==> config.mk <==
export PLATFORM = sky130hd
export DESIGN_NAME = addsub_serial_param
export DESIGN_NICKNAME = d
export VERILOG_FILES = /design/src/rtl/addsub_serial_param.sv
export SDC_FILE = /design/constraint.sdc
export NUM_CORES = 1
export LEC_CHECK = 0
export BUFFER_PORTS_ARGS = -buffer_cell sky130_fd_sc_hd__buf_2
export CORE_ASPECT_RATIO = 2
export CORE_MARGIN = 2
export CORE_UTILIZATION = 32
export CTS_CLUSTER_DIAMETER = 200
export DETAILED_ROUTE_END_ITERATION = 8
export HOLD_SLACK_MARGIN = 0.05
export MAX_ROUTING_LAYER = met4
export REMOVE_ABC_BUFFERS = 1
export SYNTH_ARGS = -nofsm -noshare
export SYNTH_HDL_FRONTEND = slang
export SYNTH_HIERARCHICAL = 1
export SYNTH_SLANG_ARGS = --single-unit
==> constraint.sdc <==
create_clock -name clk -period 3.6 [get_ports clk]
set_clock_uncertainty 0.05 [all_clocks]
set_input_delay 0.36 -clock clk [delete_from_list [all_inputs] [get_ports clk]]
set_output_delay 0.36 -clock clk [all_outputs]
set_load 0.1 [all_outputs]
==> src/rtl/addsub_serial_param.sv <==
// Digit-serial adder/subtractor: DIGIT bits per clock from the LSB, carry held between cycles.
// Optional macro ADDSUB_SAT_EN: saturate s on unsigned overflow/borrow (flags stay raw).

module addsub_digit #(
  parameter int DIGIT = 4
) (
  input  logic [DIGIT-1:0] i_a,
  input  logic [DIGIT-1:0] i_b,
  input  logic             i_cin,
  output logic [DIGIT-1:0] o_sum,
  output logic             o_cout,
  output logic             o_cmsb
);
  assign {o_cout, o_sum} = {1'b0, i_a} + {1'b0, i_b} + {{DIGIT{1'b0}}, i_cin};
  // carry into the slice MSB recovered from the MSB half-sum
  assign o_cmsb = i_a[DIGIT-1] ^ i_b[DIGIT-1] ^ o_sum[DIGIT-1];
endmodule

module addsub_serial_param #(
  parameter int WIDTH = 16,
  parameter int DIGIT = 4
) (
  input  logic             clk,
  input  logic             rst_n,
  input  logic             in_valid,
  output logic             in_ready,
  input  logic [WIDTH-1:0] a,
  input  logic [WIDTH-1:0] b,
  input  logic             sub,
  output logic             out_valid,
  input  logic             out_ready,
  output logic [WIDTH-1:0] s,
  output logic             cout,
  output logic             ovf
);
  localparam int NDIG = WIDTH / DIGIT;
  localparam int CW   = (NDIG > 1) ? $clog2(NDIG) : 1;

  generate
    if (WIDTH < 2 || DIGIT < 1 || (WIDTH % DIGIT) != 0) begin : g_bad_cfg
      $fatal(1, "addsub_serial_param: WIDTH must be >= 2 and divisible by DIGIT");
    end
  endgenerate

  typedef enum logic [1:0] {S_IDLE, S_RUN, S_DONE} state_t;

  state_t           r_state, w_state_nxt;
  logic [WIDTH-1:0] r_a, r_b, r_s;
  logic             r_carry, r_cout, r_ovf;
  logic [CW-1:0]    r_cnt;
  logic [DIGIT-1:0] w_da, w_db, w_dsum;
  logic             w_dcout, w_dcmsb, w_last;
  logic [WIDTH-1:0] w_s_upd, w_s_fin;

  assign w_last = (r_cnt == CW'(NDIG - 1));
  assign w_da   = r_a[r_cnt*DIGIT +: DIGIT];
  assign w_db   = r_b[r_cnt*DIGIT +: DIGIT];

  addsub_digit #(.DIGIT(DIGIT)) u_dig (
    .i_a   (w_da),
    .i_b   (w_db),
    .i_cin (r_carry),
    .o_sum (w_dsum),
    .o_cout(w_dcout),
    .o_cmsb(w_dcmsb)
  );

  always_comb begin
    w_s_upd = r_s;
    w_s_upd[r_cnt*DIGIT +: DIGIT] = w_dsum;
  end

`ifdef ADDSUB_SAT_EN
  logic r_sub;
  always_comb begin
    w_s_fin = w_s_upd;
    if (!r_sub && w_dcout)     w_s_fin = '1;
    else if (r_sub && !w_dcout) w_s_fin = '0;
  end
`else
  assign w_s_fin = w_s_upd;
`endif

  always_ff @(posedge clk or negedge rst_n) begin
    if (!rst_n) r_state <= S_IDLE;
    else        r_state <= w_state_nxt;
  end

  always_comb begin
    w_state_nxt = r_state;
    case (r_state)
      S_IDLE:  if (in_valid)  w_state_nxt = S_RUN;
      S_RUN:   if (w_last)    w_state_nxt = S_DONE;
      S_DONE:  if (out_ready) w_state_nxt = S_IDLE;
      default:                w_state_nxt = S_IDLE;
    endcase
  end

  // subtraction folded in as A + ~B + 1 at accept time
  always_ff @(posedge clk or negedge rst_n) begin
    if (!rst_n) begin
      r_a     <= '0;
      r_b     <= '0;
      r_s     <= '0;
      r_carry <= 1'b0;
      r_cout  <= 1'b0;
      r_ovf   <= 1'b0;
      r_cnt   <= '0;
`ifdef ADDSUB_SAT_EN
      r_sub   <= 1'b0;
`endif
    end else begin
      case (r_state)
        S_IDLE: if (in_valid) begin
          r_a     <= a;
          r_b     <= b ^ {WIDTH{sub}};
          r_carry <= sub;
          r_s     <= '0;
          r_cout  <= 1'b0;
          r_ovf   <= 1'b0;
          r_cnt   <= '0;
`ifdef ADDSUB_SAT_EN
          r_sub   <= sub;
`endif
        end
        S_RUN: begin
          r_carry <= w_dcout;
          if (w_last) begin
            r_s    <= w_s_fin;
            r_cout <= w_dcout;
            r_ovf  <= w_dcmsb ^ w_dcout;
            r_cnt  <= '0;
          end else begin
            r_s    <= w_s_upd;
            r_cnt  <= r_cnt + 1'b1;
          end
        end
        default: ;
      endcase
    end
  end

  assign in_ready  = (r_state == S_IDLE);
  assign out_valid = (r_state == S_DONE);
  assign s         = r_s;
  assign cout      = r_cout;
  assign ovf       = r_ovf;
endmodule
Word level (Yosys, flattened, before mapping) --
Cells that the tools add are included.
Operators by class: $add $sub $neg 4, equal/unequal tests 6, shift operators 4, mux-type cells 17, bitwise operators 4, reduce and logical (&&, ||, !) cells 6
Operators by type and width (count):
- $neg A4 Y34 | 1
- $shift A4 B34 Y16 const A | 1
- $shiftx A4 B34 Y16 | 1
- $pmux W16 S2 | 1
- $shiftx A16 B5 Y4 | 2
- $bwmux W16 | 1
- $mux W16 | 1
- $xor A16 B16 Y16 | 1
- $mux W2 | 5
- $pmux W1 S2 | 3
- $pmux W2 S3 | 1
- $reduce_and A3 Y1 | 2
- $add A4 B4 Y5 | 1
- $add A5 B1 Y5 | 1
- $eq A2 B2 Y1 const B | 2
- $mux W1 | 4
- $ne A2 B2 Y1 const B | 2
- $pmux W2 S2 | 1
- $reduce_and A2 Y1 | 2
- $xor A1 B1 Y1 | 3
- $add A2 B1 Y2 const B | 1
- $eq A2 B1 Y1 const B | 1
- $logic_not A2 Y1 | 1
- $ne A2 B1 Y1 const B | 1
- $reduce_bool A2 Y1 | 1
Word-level totals: flip-flop bits (word level) 55, input port bits 37, output and inout bits 20

Depth between registers and ports, before layout --
Gate-level depths: netlist (run 1).
word-level depth 7, gate-level depth with buffers 11

Modules after synthesis --
Netlist (run 1), hierarchy kept.
By module, submodules not included:
- addsub_serial_param | instances 1, cells each 234, area each 2608.8 µm², sequential area each 1376.3 µm²
- addsub_digit | instances 1, cells each 17, area each 141.4 µm², sequential area each 0.0 µm²

Least setup slack after synthesis (run 1) --
OpenSTA, ideal clock, no wires.
kind reg-to-reg, from register r_cnt[0], to register r_cout (netlist: cout), library setup time 0.123 ns, arrival time 2.492 ns, slack 0.935 ns, cell stages (with the launch flop) 11, path buffers 2, clock period less this slack 2.665 ns, path through dfrtp_1 buf_4 buf_4 mux4_2 fa_1 inv_1 fa_1 nor2b_1 o21ai_0 nand2b_1 a32o_1
Between the ends: longest elaborated chain between the ends 5, elaborated cells on any way between the ends 9
RTL lines:
- start: declaration | RTL line 50 | logic [CW-1:0] r_cnt;
- start signal: assignment | RTL line 135 | r_cnt <= r_cnt + 1'b1;
- $shiftx A16 B5 Y4 | RTL line 56 | assign w_da = r_a[r_cnt*DIGIT +: DIGIT];
- net w_da[0] | RTL line 51 | logic [DIGIT-1:0] w_da, w_db, w_dsum;
- $add A4 B4 Y5 | RTL line 14 | assign {o_cout, o_sum} = {1'b0, i_a} + {1'b0, i_b} + {{DIGIT{1'b0}}, i_cin};
- $add A5 B1 Y5 | RTL line 14
- net w_dcout | RTL line 52 | logic w_dcout, w_dcmsb, w_last;
- $mux W1 | RTL line 128 | if (w_last) begin
- $pmux W1 S2 | RTL line 113 | case (r_state)
- end signal: assignment | RTL line 130 | r_cout <= w_dcout;
- end: declaration | RTL line 49 | logic r_carry, r_cout, r_ovf;
The timed path passes the listed nets, and every way through them passes these cells. The select of a mux whose other input is x is not followed. A chain may end at the register's enable or synchronous reset.

Worst setup path after layout (run 1) --
from register r_cnt[1], to register r_ovf (netlist: ovf)
Between the ends: elaborated cells on any way between the ends 12
RTL lines:
- $shiftx A16 B5 Y4 | RTL line 56
- net w_da[0] | RTL line 51
- $add A4 B4 Y5 | RTL line 14
- $add A5 B1 Y5 | RTL line 14
- net w_dcout | RTL line 52
- $xor A1 B1 Y1 | RTL line 131 | r_ovf <= w_dcmsb ^ w_dcout;
- $mux W1 | RTL line 128
- $pmux W1 S2 | RTL line 113
- end signal: assignment | RTL line 131
- end: declaration | RTL line 49
The timed path passes the listed nets, and every way through them passes these cells. The select of a mux whose other input is x is not followed.

==> impl_metrics.ini, run 1 <==
[run_status]
status = completed

[global_route]
grt_pass1_vias = 2182
antenna_found_initial = 0
grt_overflow_total = 0
grt_pass1_wl_um = 10600
grt_usage = 0.153
grt_max_degree = 36

[setup_path]
rrSetupSlack_ns = 1.09
startpoint_type = register
worstSetupEndpointType = register
arrival_ns = 2.64
cp_max_fo = 12
worstPathRequired_ns = 3.73
critPathKind = register to register

[cts]
clk_latency_ns = 0.29
cts-hold-fix-buffers = 1
post_cts_buffers = 0
root_buffer = clkbuf_16
htreeDepth = 2
cts.clk_slew.worst_paths_ns = 0.06
postCtsResizedCells = 0
cts_sinks = 55
cts_buffers = 5
clockBufferDepth = 2
tritoncts = done

[final_layout]
stdcell_count = 401
areaGrowthSynthToFinish_pct = 17.6
fin_util = 0.390
final_common_cell = nand2_1
fin_nets = 352
layout_common_cells = nand2_1, buf_2, dfrtp_1, xnor2_1, a22o_1
fillers = 834
diodes = 0
layout-drive-gt1-share = 0.257

[sta]
tightest_slew_ns = 0.855
hold_viol_final = 0
setup_viol = 0
slew_viol_final = 0
fmax_mhz = 398
slew_headroom = 0.429
min_period_ns = 2.51
hold_ws_ns = 0.204
fin_crit_sh = 0.697
tns_ns = 0
rsz0062_at_grt = false

[placed_design]
gp_congestion = 0.867
place_hpwl_um = 5050
dp.cells = 394
port_buffers = 56

[synthesis]
ys_seq_area_frac = 0.500
mappedNetlistArea_um2 = 2750
async_flop_share = 1.00
yosys_register_bits = 55
syn-instance-count = 251
yosys-top-cells-area = dfrtp_1, nand2_1, mux4_2, xnor2_1, a22o_1
synth_cell_types = 30
syn_area_per_cell_um2 = 11.0
synth_edf_count = 0
ys.flop_type = dfrtp_1
synth_top_area_cell = dfrtp_1
netlist.area_leader.share = 0.500
ys_warn_count = 6

[detailed_routing]
routed_wl_um = 6340
firstDrtPassIters = 4
wire_per_inst_um = 15.8
vias_per_cell = 4.85
drt_iter0_markers = 82
final_antenna_net_count = 0
drc_errors = 0
vias = 1945

[flow_run]
cap_violations = 0

[die]
num_rows = 47
pin_count = 57
fp.dieArea_um2 = 9400
initial_utilization = 0.332
die_w_um = 69.6
core_um2 = 8290
die_h_um = 135

[worst_hold_path]
hp-class = input port to register
## synthesized netlist by cell type (all sizes together), types with 3 or more instances
library cell	number
inv	7
dfrtp	55
mux4	8
nand2b	5
o21ai	19
nand2	74
ha	9
a22o	16
xnor2	18
buf	12
nand3	3
a21o	4
## metrics by stage
stage	setup slack (ns)	area [µm²]
after global placement	1.15	3100
after floorplan	0.798	2670
after CTS	1.09	3230
final	1.09	3230
after detailed placement	1.09	3100
after global routing	0.862	3230
## critical path, cell delays in order, from the launching register on
cell	delay, ns
dfrtp_1	0.63
mux4_2	0.40
fa_1	0.45
inv_1	0.08
fa_1	0.20
nor2b_1	0.05
o21ai_0	0.14
nand2b_1	0.13
xnor2_1	0.19
o2bb2ai_1	0.09
## layout make-up
cell class	count	area (µm²)	share of cell area
clock buffer	6	129	0.0398
tap	98	123	0.0379
inverter	7	26.3	0.00812
timing repair buffer	60	313	0.0967
multi-input combinational	175	1270	0.392
sequential	55	1380	0.426
## cell families (layout without fill, tap and decap cells)
family                     count (synthesis)  in the layout  synth area share
DFF                                       55             55             0.500
AOI/OAI and AO/OA                         46             46             0.115
muxes                                      8              8            0.0655
buffers and inverters                     21             73            0.0387
adders and majority gates                 11             11            0.0555
xor gates and xnor gates                  19             19            0.0605
and+or+nand+nor                           91             91             0.164
## sequential cells by signal, summed over array words and instances (netlist names)
register,count
r_a,16
s,16
r_b,16
r_state,2
r_cnt,2
cout,1
ovf,1
r_carry,1
## worst paths after layout
| kind | startpoint | to | depth (start not counted) |
|---|---|---|---|
| min in group asynchronous | rst_n | r_a[12]$_DFFE_PN0P_ | 2 |
| setup reg to reg | r_cnt[1]$_DFFE_PN0P_ | ovf$_DFFE_PN0P_ | 9 |
| setup / recovery | r_cnt[1]$_DFFE_PN0P_ | ovf$_DFFE_PN0P_ | 9 |
| max in group asynchronous | rst_n | r_state[1]$_DFFE_PN0P_ | 3 |
| hold / removal | out_ready | r_state[1]$_DFFE_PN0P_ | 2 |
| hold reg to reg | r_a[11]$_DFFE_PN0P_ | r_a[11]$_DFFE_PN0P_ | 2 |
## layer usage
| metal | vias to the layer above | global-route usage | share of wire |
|---|---|---|---|
| met5 | - | - | 0 |
| met4 | 0 | 0.0904 | 0.050 |
| met3 | 14 | 0.0194 | 0.031 |
| met2 | 40 | 0.299 | 0.58 |
| met1 | 939 | 0.135 | 0.33 |
| li1 | 952 | - | - |
Power of run 1 is left out: the tool's default activity adds up to more than one toggle a clock period on the data nets, which glitch-free logic cannot reach.
==> run 2, diff against run 1 <==
- clock period: 3.6 -> 2.52 ns (I/O delays scaled with it)
==> run 2 against run 1 <==
  * Via count grew 3.2%
  * Die area stayed put
  * Final area up 3.1%
  * Fmax grew 5.1%
  * Highest routed layer unchanged
  * Hold slack worse by 0.12 ns
  * Clock-buffer cell count up 1
  * Non-clock buffer count is 10 higher
  * Largest cell class unchanged
  * Critical endpoint is now cout$_DFFE_PN0P_
==> impl_metrics.ini, run 2 (synthesis results as in run 1) <==
[sta]
rsz0062_at_grt = false
worst_slack_ns = 0.131
min_period_ns = 2.39
setup_viol = 0
hold_viol_final = 0
slew_headroom = 0.675
slew_viol_final = 0
fin_crit_sh = 0.948
tightest_slew_ns = 0.487
fmax_mhz = 419

[detailed_routing]
wire_per_inst_um = 15.3
vias = 2007
drt_iter0_markers = 62
final_antenna_net_count = 0
drc_errors = 0
routed_wl_um = 6320
firstDrtPassIters = 4
vias_per_cell = 4.86

[cts]
cts_buffers = 5
root_buffer = clkbuf_16
cts_sinks = 55
cts.clk_slew.worst_paths_ns = 0.07
clockBufferDepth = 2
tritoncts = done
htreeDepth = 2
clk_latency_ns = 0.30

[die]
num_rows = 47
die_h_um = 135
die_w_um = 69.6
initial_utilization = 0.332
pin_count = 57
fp.dieArea_um2 = 9400
core_um2 = 8290

[global_route]
grt_usage = 0.151
antenna_found_initial = 0
grt_overflow_total = 0
grt_pass1_wl_um = 10600
grt_max_degree = 26
grt_pass1_vias = 2205

[setup_path]
cp_slowest_cell = mux4_2
critPathMaxStageDelay_ns = 0.53
startpoint_type = register
crit_top_cell = fa_1
ff2ff_path_depth = 8
arrival_ns = 2.53
cp_max_fo = 4
critPathKind = register to register
rrSetupSlack_ns = 0.13
crit_start = r_cnt[0]$_DFFE_PN0P_
reg2reg_from = r_cnt[0]$_DFFE_PN0P_
crit_chain = mux4_2 -> fa_1 -> inv_1 -> fa_1 -> nor2b_1 -> o21ai_1 -> nand2b_1 -> a32o_1
worstSetupEndpointType = register
worstPathRequired_ns = 2.66

[final_layout]
layout-drive-gt1-share = 0.289
diodes = 0
fin_util = 0.402
areaGrowthSynthToFinish_pct = 21.2
fillers = 835
fin_nets = 362
stdcell_count = 413
final_common_cell = nand2_1
layout_common_cells = nand2_1, buf_2, dfrtp_1, xnor2_1

[worst_hold_path]
holdPathStages = 2
hp-class = input port to register
min_from = out_ready

[flow_run]
cap_violations = 0

[run_status]
status = completed

[placed_design]
place_hpwl_um = 5020
gp_congestion = 0.885
port_buffers = 56
dp.cells = 404
dp_slack_ns = 0.0529
-- run 2: cell types whose count changed in the layout (fill, tap and decap cells not counted), sizes merged --
cell    delta
buf       +10
clkbuf     +1
clkinv     +1
-- run 2: worst max-delay path: cells and delay by family, from the launching register on --
kind                     cells  cell delay [ns]
AO/OA/AOI/OAI                2             0.39
buffers and inverters        1             0.08
multiplexers                 1             0.53
adder cells (fa/ha/maj)      2             0.63
flip-flops                   1             0.41
AND/OR/NAND/NOR              2             0.17
-- run 2: stage by stage --
step / area (µm²) / hold WS, ns / setup TNS (ns)
after floorplan: 2670 / -0.0936 / -1.68
after global placement: 3170 / 0.170 / 0
after detailed placement: 3170 / 0.176 / 0
after CTS: 3330 / 0.0814 / 0
after global routing: 3330 / 0.0911 / 0
final: 3330 / 0.0850 / 0
-- run 2: worst paths after layout --
path	to
setup / recovery	cout$_DFFE_PN0P_
hold / removal	r_state[1]$_DFFE_PN0P_
setup reg to reg	cout$_DFFE_PN0P_
hold reg to reg	r_a[11]$_DFFE_PN0P_
max in group asynchronous	s[2]$_DFFE_PN0P_
min in group asynchronous	r_a[6]$_DFFE_PN0P_
-- run 2: what timing repair did --
item                                    CTS  global route
hold buffers                              1             0
endpoints found under the setup margin    0             3
gates resized for setup                   0             2
buffers inserted                          0             0
hold endpoints to repair                 19             0
-- run 2: routing by layer --
layer / track usage / wire length (µm) / vias up
li1: - / - / 977
met1: 0.138 / 2160 / 977
met2: 0.287 / 3690 / 40
met3: 0.0224 / 199 / 13
met4: 0.0926 / 264 / 0
met5: - / 0 / -
-- run 2: area by class of cell --
type / instances / area [µm²] / area share
flip-flops and latches: 55 / 1380 / 0.413
multi-input cells: 175 / 1270 / 0.380
repair buffers: 70 / 388 / 0.116
clock buffers: 7 / 143 / 0.0428
well taps: 98 / 123 / 0.0368
inverters: 7 / 26.3 / 0.00788
clock inverters: 1 / 8.76 / 0.00263
Power of run 2 is left out for the same reason.
